[src/rtl/unpad.sv]
// unpad: removes a PAD-pixel border from a raster-order 8-bit pixel stream.
// Input frames are (WIDTH+2*PAD) x (HEIGHT+2*PAD); only interior pixels
// are forwarded, through a single registered output stage.
//
// Handshake: a beat moves across an interface on a rising clk edge where
// its valid and ready are both high. valid (and the data it qualifies)
// must not be withdrawn or altered while the receiver holds ready low.
// ready_out may depend on ready_in combinationally; valid_out never
// depends on ready_in.
module unpad #(
    parameter int WIDTH  = 6,
    parameter int HEIGHT = 6,
    parameter int PAD    = 1
) (
    input  logic       clk,
    input  logic       reset,
    input  logic [7:0] data_in,
    input  logic       valid_in,
    output logic       ready_out,
    output logic [7:0] data_out,
    output logic       valid_out,
    output logic       last_out,
    input  logic       ready_in
);

    localparam int PW = WIDTH + 2 * PAD;
    localparam int PH = HEIGHT + 2 * PAD;
    localparam int XW = $clog2(PW) + 1;
    localparam int YW = $clog2(PH) + 1;

    localparam logic [XW-1:0] X_LO  = XW'(PAD);
    localparam logic [XW-1:0] X_HI  = XW'(PAD + WIDTH - 1);
    localparam logic [XW-1:0] X_END = XW'(PW - 1);
    localparam logic [YW-1:0] Y_LO  = YW'(PAD);
    localparam logic [YW-1:0] Y_HI  = YW'(PAD + HEIGHT - 1);
    localparam logic [YW-1:0] Y_END = YW'(PH - 1);

    // Position of the beat currently offered on data_in.
    logic [XW-1:0] x;
    logic [YW-1:0] y;

    logic interior;
    logic accept;
    logic last_pix;

    // Classify the offered beat; border beats never wait on the output stage.
    always_comb begin
        interior  = (x >= X_LO) && (x <= X_HI) && (y >= Y_LO) && (y <= Y_HI);
        ready_out = !interior || !valid_out || ready_in;
        accept    = valid_in && ready_out;
        last_pix  = (x == X_HI) && (y == Y_HI);
    end

    // Raster position counters; frame alignment comes purely from beat count.
    always_ff @(posedge clk or posedge reset) begin
        if (reset) begin
            x <= '0;
            y <= '0;
        end else if (accept) begin
            if (x == X_END) begin
                x <= '0;
                if (y == Y_END) begin
                    y <= '0;
                end else begin
                    y <= y + YW'(1);
                end
            end else begin
                x <= x + XW'(1);
            end
        end
    end

    // Output stage: load on interior accept (covers pop-and-load in one
    // cycle), clear qualifiers on a plain pop, otherwise hold.
    always_ff @(posedge clk or posedge reset) begin
        if (reset) begin
            data_out  <= '0;
            valid_out <= 1'b0;
            last_out  <= 1'b0;
        end else if (accept && interior) begin
            data_out  <= data_in;
            valid_out <= 1'b1;
            last_out  <= last_pix;
        end else if (valid_out && ready_in) begin
            valid_out <= 1'b0;
            last_out  <= 1'b0;
        end
    end

endmodule

[config.mk]
export PLATFORM = sky130hd
export DESIGN_NAME = unpad
export DESIGN_NICKNAME = d
export VERILOG_FILES = /design/src/rtl/unpad.sv
export SDC_FILE = /design/constraint.sdc
export NUM_CORES = 1
export LEC_CHECK = 0
export CORE_MARGIN = 4
export CORE_UTILIZATION = 50
export CTS_BUF_LIST = sky130_fd_sc_hd__clkbuf_2
export CTS_CLUSTER_DIAMETER = 30
export DETAILED_ROUTE_END_ITERATION = 7
export GPL_ROUTABILITY_DRIVEN = 0
export MAX_ROUTING_LAYER = met4
export PLACE_DENSITY = 0.84
export SLEW_MARGIN = 20
export SYNTH_ARGS = -nofsm -noshare
export SYNTH_HDL_FRONTEND = slang
export SYNTH_SLANG_ARGS = --single-unit
[constraint.sdc]
create_clock -name clk -period 2.65 [get_ports clk]
set_input_delay 0.3975 -clock clk [delete_from_list [all_inputs] [get_ports clk]]
set_output_delay 0.3975 -clock clk [all_outputs]
set_load 0.05 [all_outputs]
Yosys cells after proc, flatten, opt, wreduce, memory -nomap -nowiden. Cells that the tools add are included.

Bits of input ports: 12. Word-level logic and storage cells: 33. Output and inout bits: 11. Register bits: 18.

$lt $le $gt $ge: 4. Muxes and demuxes: 5. Eq/ne operators: 4. $add $sub $neg: 2. Reductions and logical operators: 13.

Operators by type and width (count): $eq A4 B3 Y1 const B (4); $add A4 B1 Y4 const B (2); $ge A4 B1 Y1 const B (2); $le A4 B3 Y1 const B (2); $mux W4 (2); $logic_and A1 B1 Y1 (7); $mux W1 (3); $logic_not A1 Y1 (2); $logic_or A1 B1 Y1 (2); $reduce_and A2 Y1 (1); $reduce_bool A2 Y1 (1).

Logic depth before layout (Yosys ltp). Gate-level depths: netlist (run 1).

Word-level depth: 10. Depth in mapped cells: 8. Gate-level depth less buffers: 7.

Worst setup path before layout (run 1). Ideal clock, no wire load.

Path type: register to register. Start: register x[0]. End: register y[1]. Library setup time: 128 ps. Path buffers: 0. Stages on the path, launching flop included: 8. Data arrival time: 1829 ps. Path slack: 694 ps. Cell sequence: dfrtp_1 > inv_1 > ha_1 > and3b_1 > or3_4 > o31ai_4 > nor2_1 > mux2_1.

Longest elaborated chain between the ends: 9. Elaborated cells between the ends (all ways): 11. Classes of those cells: order compare (2); eq/ne (1); reduce/logical (8).

Ends and longest elaborated chain: start: declaration (RTL line 39) `logic [XW-1:0] x;`; start signal: assignment (RTL line 68) `x <= x + XW'(1);`; $ge A4 B1 Y1 / $le A4 B3 Y1 (equally long branches) (RTL line 48) `interior = (x >= X_LO) && (x <= X_HI) && (y >= Y_LO) && (y <= Y_HI);`; $logic_and A1 B1 Y1 (3 in a row) (RTL line 48); $logic_not A1 Y1 (RTL line 49) `ready_out = !interior || !valid_out || ready_in;`; $logic_or A1 B1 Y1 (2 in a row) (RTL line 49); $logic_and A1 B1 Y1 (RTL line 50) `accept = valid_in && ready_out;`; $reduce_and A2 Y1 (no line) *; end signal: assignment (RTL line 65) `y <= y + YW'(1);`; end: declaration (RTL line 40) `logic [YW-1:0] y;`.

Every way passes the cells marked *; elsewhere a longest branch is shown, timed or not. A chain may end at the register's enable or synchronous reset.

Worst setup path in the final report (run 1).
Start: register y[1]. End: output ready_out.

Longest elaborated chain between the ends: 6. Elaborated cells between the ends (all ways): 7. Classes of those cells: order compare (2); reduce/logical (5).

Ends and longest elaborated chain: $ge A4 B1 Y1 (RTL line 48); $logic_and A1 B1 Y1 (RTL line 48); $logic_and A1 B1 Y1 * (RTL line 48); $logic_not A1 Y1 * (RTL line 49); $logic_or A1 B1 Y1 * (2 in a row) (RTL line 49); end: declaration (RTL line 19) `output logic ready_out,`.

Marked as above.

==> impl_metrics.json, run 1 <==
{
  "timing.slew.headroom_pct": 55.6,
  "yosys_warnings": 0,
  "rows": 15,
  "final-setup-viol-count": 0,
  "clock_edge_transition_at_the_registers_on_the_reported_setup_and_hold_paths_ns": 0.16,
  "final.setup_skew_ns": 0.00145,
  "postSynthAreaPerCell_um2": 11.4,
  "worst_hold_path_type": "primary input to async pin",
  "rr_endpoint": "data_out[2]$_DFFE_PP0P_",
  "cell_taking_the_most_area_after_synthesis": "dfrtp_1",
  "cts_tree": "yes",
  "ios": 23,
  "violation_count_after_the_first_detailed_routing_iteration": 6,
  "crit_required_ns": 2.25,
  "ctsLongestPathBuffers": 2,
  "antenna_violating_nets_post_route": 0,
  "crit_arrival_ns": 1.94,
  "clkLatencyLatePin_ns": 0.29,
  "grtUsageTotal_pct": 16.4,
  "wirelength_um": 1760,
  "postSynthNetCount": 103,
  "grt.overflow.total": 0,
  "yosys.area.top_type_share_pct": 47.6,
  "htree_levels": 1,
  "dr_total_vias": 672,
  "setup_tns_ns": 0,
  "hpwl_um": 1380,
  "detail_route.drc_violations": 0,
  "crit_type": "flop to primary output",
  "grt_pass1_wl_um": 3070,
  "crit_chain": "inv_1 -> ha_1 -> nor2_1 -> o2bb2ai_1 -> nor4_1 -> nand2_1 -> clkbuf_2",
  "flow.area_growth_from_synthesis_pct": 27.2,
  "die_h_um": 51.5,
  "fmaxAchievable_ghz": 0.427,
  "clock_period_minus_worst_slack_ns": 2.34,
  "fp.coreArea_mm2": 0.00176,
  "grt_setup_unrepaired": "false",
  "utilization_pct": 68.3,
  "rr_worst_depth": 7,
  "grt_antenna_before_repair": 0,
  "nets": 129,
  "synth_cell_type_count": 30,
  "critical_path_peak_fanout": 6,
  "cts.sink_count": 18,
  "regToRegStartpoint": "y[1]$_DFFE_PP0P_",
  "timing_hold_violations_final": 0,
  "area_of_combinational_cells_with_multiple_inputs_um2": 467,
  "dieWidth_um": 51.5,
  "synth.cell_area_um2": 947,
  "post_cts_hold_buffer_count": 0,
  "synth_top_cells_by_area": "dfrtp_1 (48%), mux2_2 (11%), ha_1 (11%)",
  "setup.worst_path.start_class": "flop",
  "ys_ff_latch": 18,
  "tightest_slew_ns": 0.666,
  "ir_worst_vdd_uv": 734,
  "result_of_the_run": "completed",
  "crit_slowest_cell": "dfrtp_1",
  "critical_path.max_stage_delay_ns": 0.47,
  "drt-pass1-iter-count": 2,
  "route.detailed.vias_per_inst": 5.05,
  "fillers": 145,
  "p_leak_nw": 0.527,
  "startpoint": "y[1]$_DFFE_PP0P_",
  "cts.root.buffer_cell": "clkbuf_2",
  "mostFrequentLayoutCell": "clkdlybuf4s50_1",
  "yosysSeqAreaShare_pct": 47.6,
  "grt_pass1_vias": 707,
  "register_area_um2": 450,
  "cts.repair_timing.setup_buffer_count": 0,
  "diodes": 0,
  "grt_start_max_net_pins": 19,
  "synthCells": 83,
  "power.density_mw_per_mm2": 1240,
  "placed_cell_area_mm2": 0.00119,
  "numPortBuffers": 22,
  "post-route-cell-area_mm2": 0.00120,
  "layout_common_cells": "clkdlybuf4s50_1 (21), dfrtp_1 (18), mux2_2 (9), nand2_1 (8), ha_1 (8)",
  "initial_utilization_pct": 53.7,
  "finalCritPeriodShare_pct": 88.4,
  "routedWlPerCell_um": 13.2,
  "drive_above_1_share_pct": 14.8,
  "floorplan.die_area_mm2": 0.00265,
  "timing.reg2reg.setup_slack_ns": 0.37,
  "cts_made_buffers": 3,
  "cts_resized": 1,
  "timing.critical_path.to_type": "primary output",
  "finalMaxSlewViolations": 0,
  "cap_violations": 0
}
==> per-layer routing <==
layer / share of wire [%] / track usage (%) / vias to the layer above
met4: 0.74 / 5.68 / 0
met2: 51 / 27.1 / 10
li1: - / - / 338
met5: 0 / - / -
met3: 3.8 / 6.59 / 2
met1: 45 / 17.9 / 322
==> sequential cells by signal, summed over array words and instances (netlist names) <==
name,cells
data_out,8
x,4
y,4
last_out,1
valid_out,1
==> logic make-up (layout without fill, tap and decap cells) <==
group,after synthesis,in the layout,share of synthesized area (%)
buffers and inverters,7,32,3.17
muxes,11,11,12.9
and+or+nand+nor,29,29,16.6
xor gates and xnor gates,2,2,1.85
adders and majority gates,8,8,10.6
DFF,18,18,47.6
AOI/OAI and AO/OA,8,8,7.27
==> power breakdown <==
| group | switching (mW) | internal [mW] | leakage, nW |
|---|---|---|---|
| combinational | 0.511 | 0.352 | 0.294 |
| clock | 0.0817 | 0.0328 | 0.0140 |
| sequential | 0.112 | 0.404 | 0.219 |
| total | 0.705 | 0.789 | 0.527 |
==> how the worst max path moves through the flow <==
stage | slack [ns] | end
global placement | 0.28 | ready_out
detailed placement | 0.21 | ready_out
global route | 0.14 | ready_out
finish | 0.31 | ready_out
floorplan | 0.69 | y[1]$_DFFE_PP0P_
CTS | 0.12 | ready_out
==> cell usage after synthesis <==
| library cell | n |
|---|---|
| a211o_1 | 1 |
| and3_1 | 1 |
| and3b_1 | 1 |
| buf_4 | 1 |
| dfrtp_1 | 18 |
| ha_1 | 8 |
| inv_1 | 6 |
| mux2_1 | 1 |
| mux2_2 | 9 |
| mux2i_1 | 1 |
| nand2_1 | 8 |
| nand2b_1 | 1 |
| nand3_1 | 3 |
| nand4_1 | 1 |
| nor2_1 | 3 |
| nor2b_1 | 3 |
| nor3_1 | 2 |
| nor3b_1 | 1 |
| nor4_1 | 1 |
| o21ai_0 | 3 |
| o22ai_1 | 1 |
| o2bb2ai_1 | 1 |
| o31a_1 | 1 |
| o31ai_4 | 1 |
| or2_1 | 1 |
| or2_2 | 1 |
| or3_4 | 1 |
| or4_1 | 1 |
| xnor2_1 | 1 |
| xor2_1 | 1 |
==> final cells by class <==
class / count / area share, %
Clock buffer: 3 / 1.25
Clock inverter: 1 / 0.312
Inverter: 6 / 1.87
Multi-Input combinational cell: 58 / 38.7
Sequential cell: 18 / 37.4
Tap cell: 25 / 2.60
Timing Repair Buffer: 22 / 17.9
==> worst max-delay path, delay by kind of cell (launching register included) <==
family / cells / cell delay, ns
AND/OR/NAND/NOR: 3 / 0.51
AO/OA/AOI/OAI: 1 / 0.19
flip-flops: 1 / 0.47
buffers and inverters: 2 / 0.34
adder cells (fa/ha/maj): 1 / 0.14
==> metrics by stage <==
stage | power (mW) | setup WS, ns | instances | hold slack [ns]
after CTS | 1.51 | 0.118 | 133 | 0.490
after floorplan | 1.14 | 0.694 | 83 | 0.336
after global routing | 1.61 | 0.141 | 133 | 0.503
after detailed placement | 1.39 | 0.206 | 129 | 0.496
after global placement | 1.36 | 0.277 | 129 | 0.489
final | 1.49 | 0.308 | 133 | 0.474
Note: power is estimated with default switching activity, not from simulation.
==> run 2, diff against run 1 <==
--- a/config.mk
+++ b/config.mk
@@ -13,7 +13,6 @@
 export GPL_ROUTABILITY_DRIVEN = 0
 export MAX_ROUTING_LAYER = met4
 export PLACE_DENSITY = 0.84
-export SLEW_MARGIN = 20
 export SYNTH_ARGS = -nofsm -noshare
 export SYNTH_HDL_FRONTEND = slang
 export SYNTH_SLANG_ARGS = --single-unit
==> results of run 2 <==
No change in the layout: final DEF, timing and power equal those of run 1.
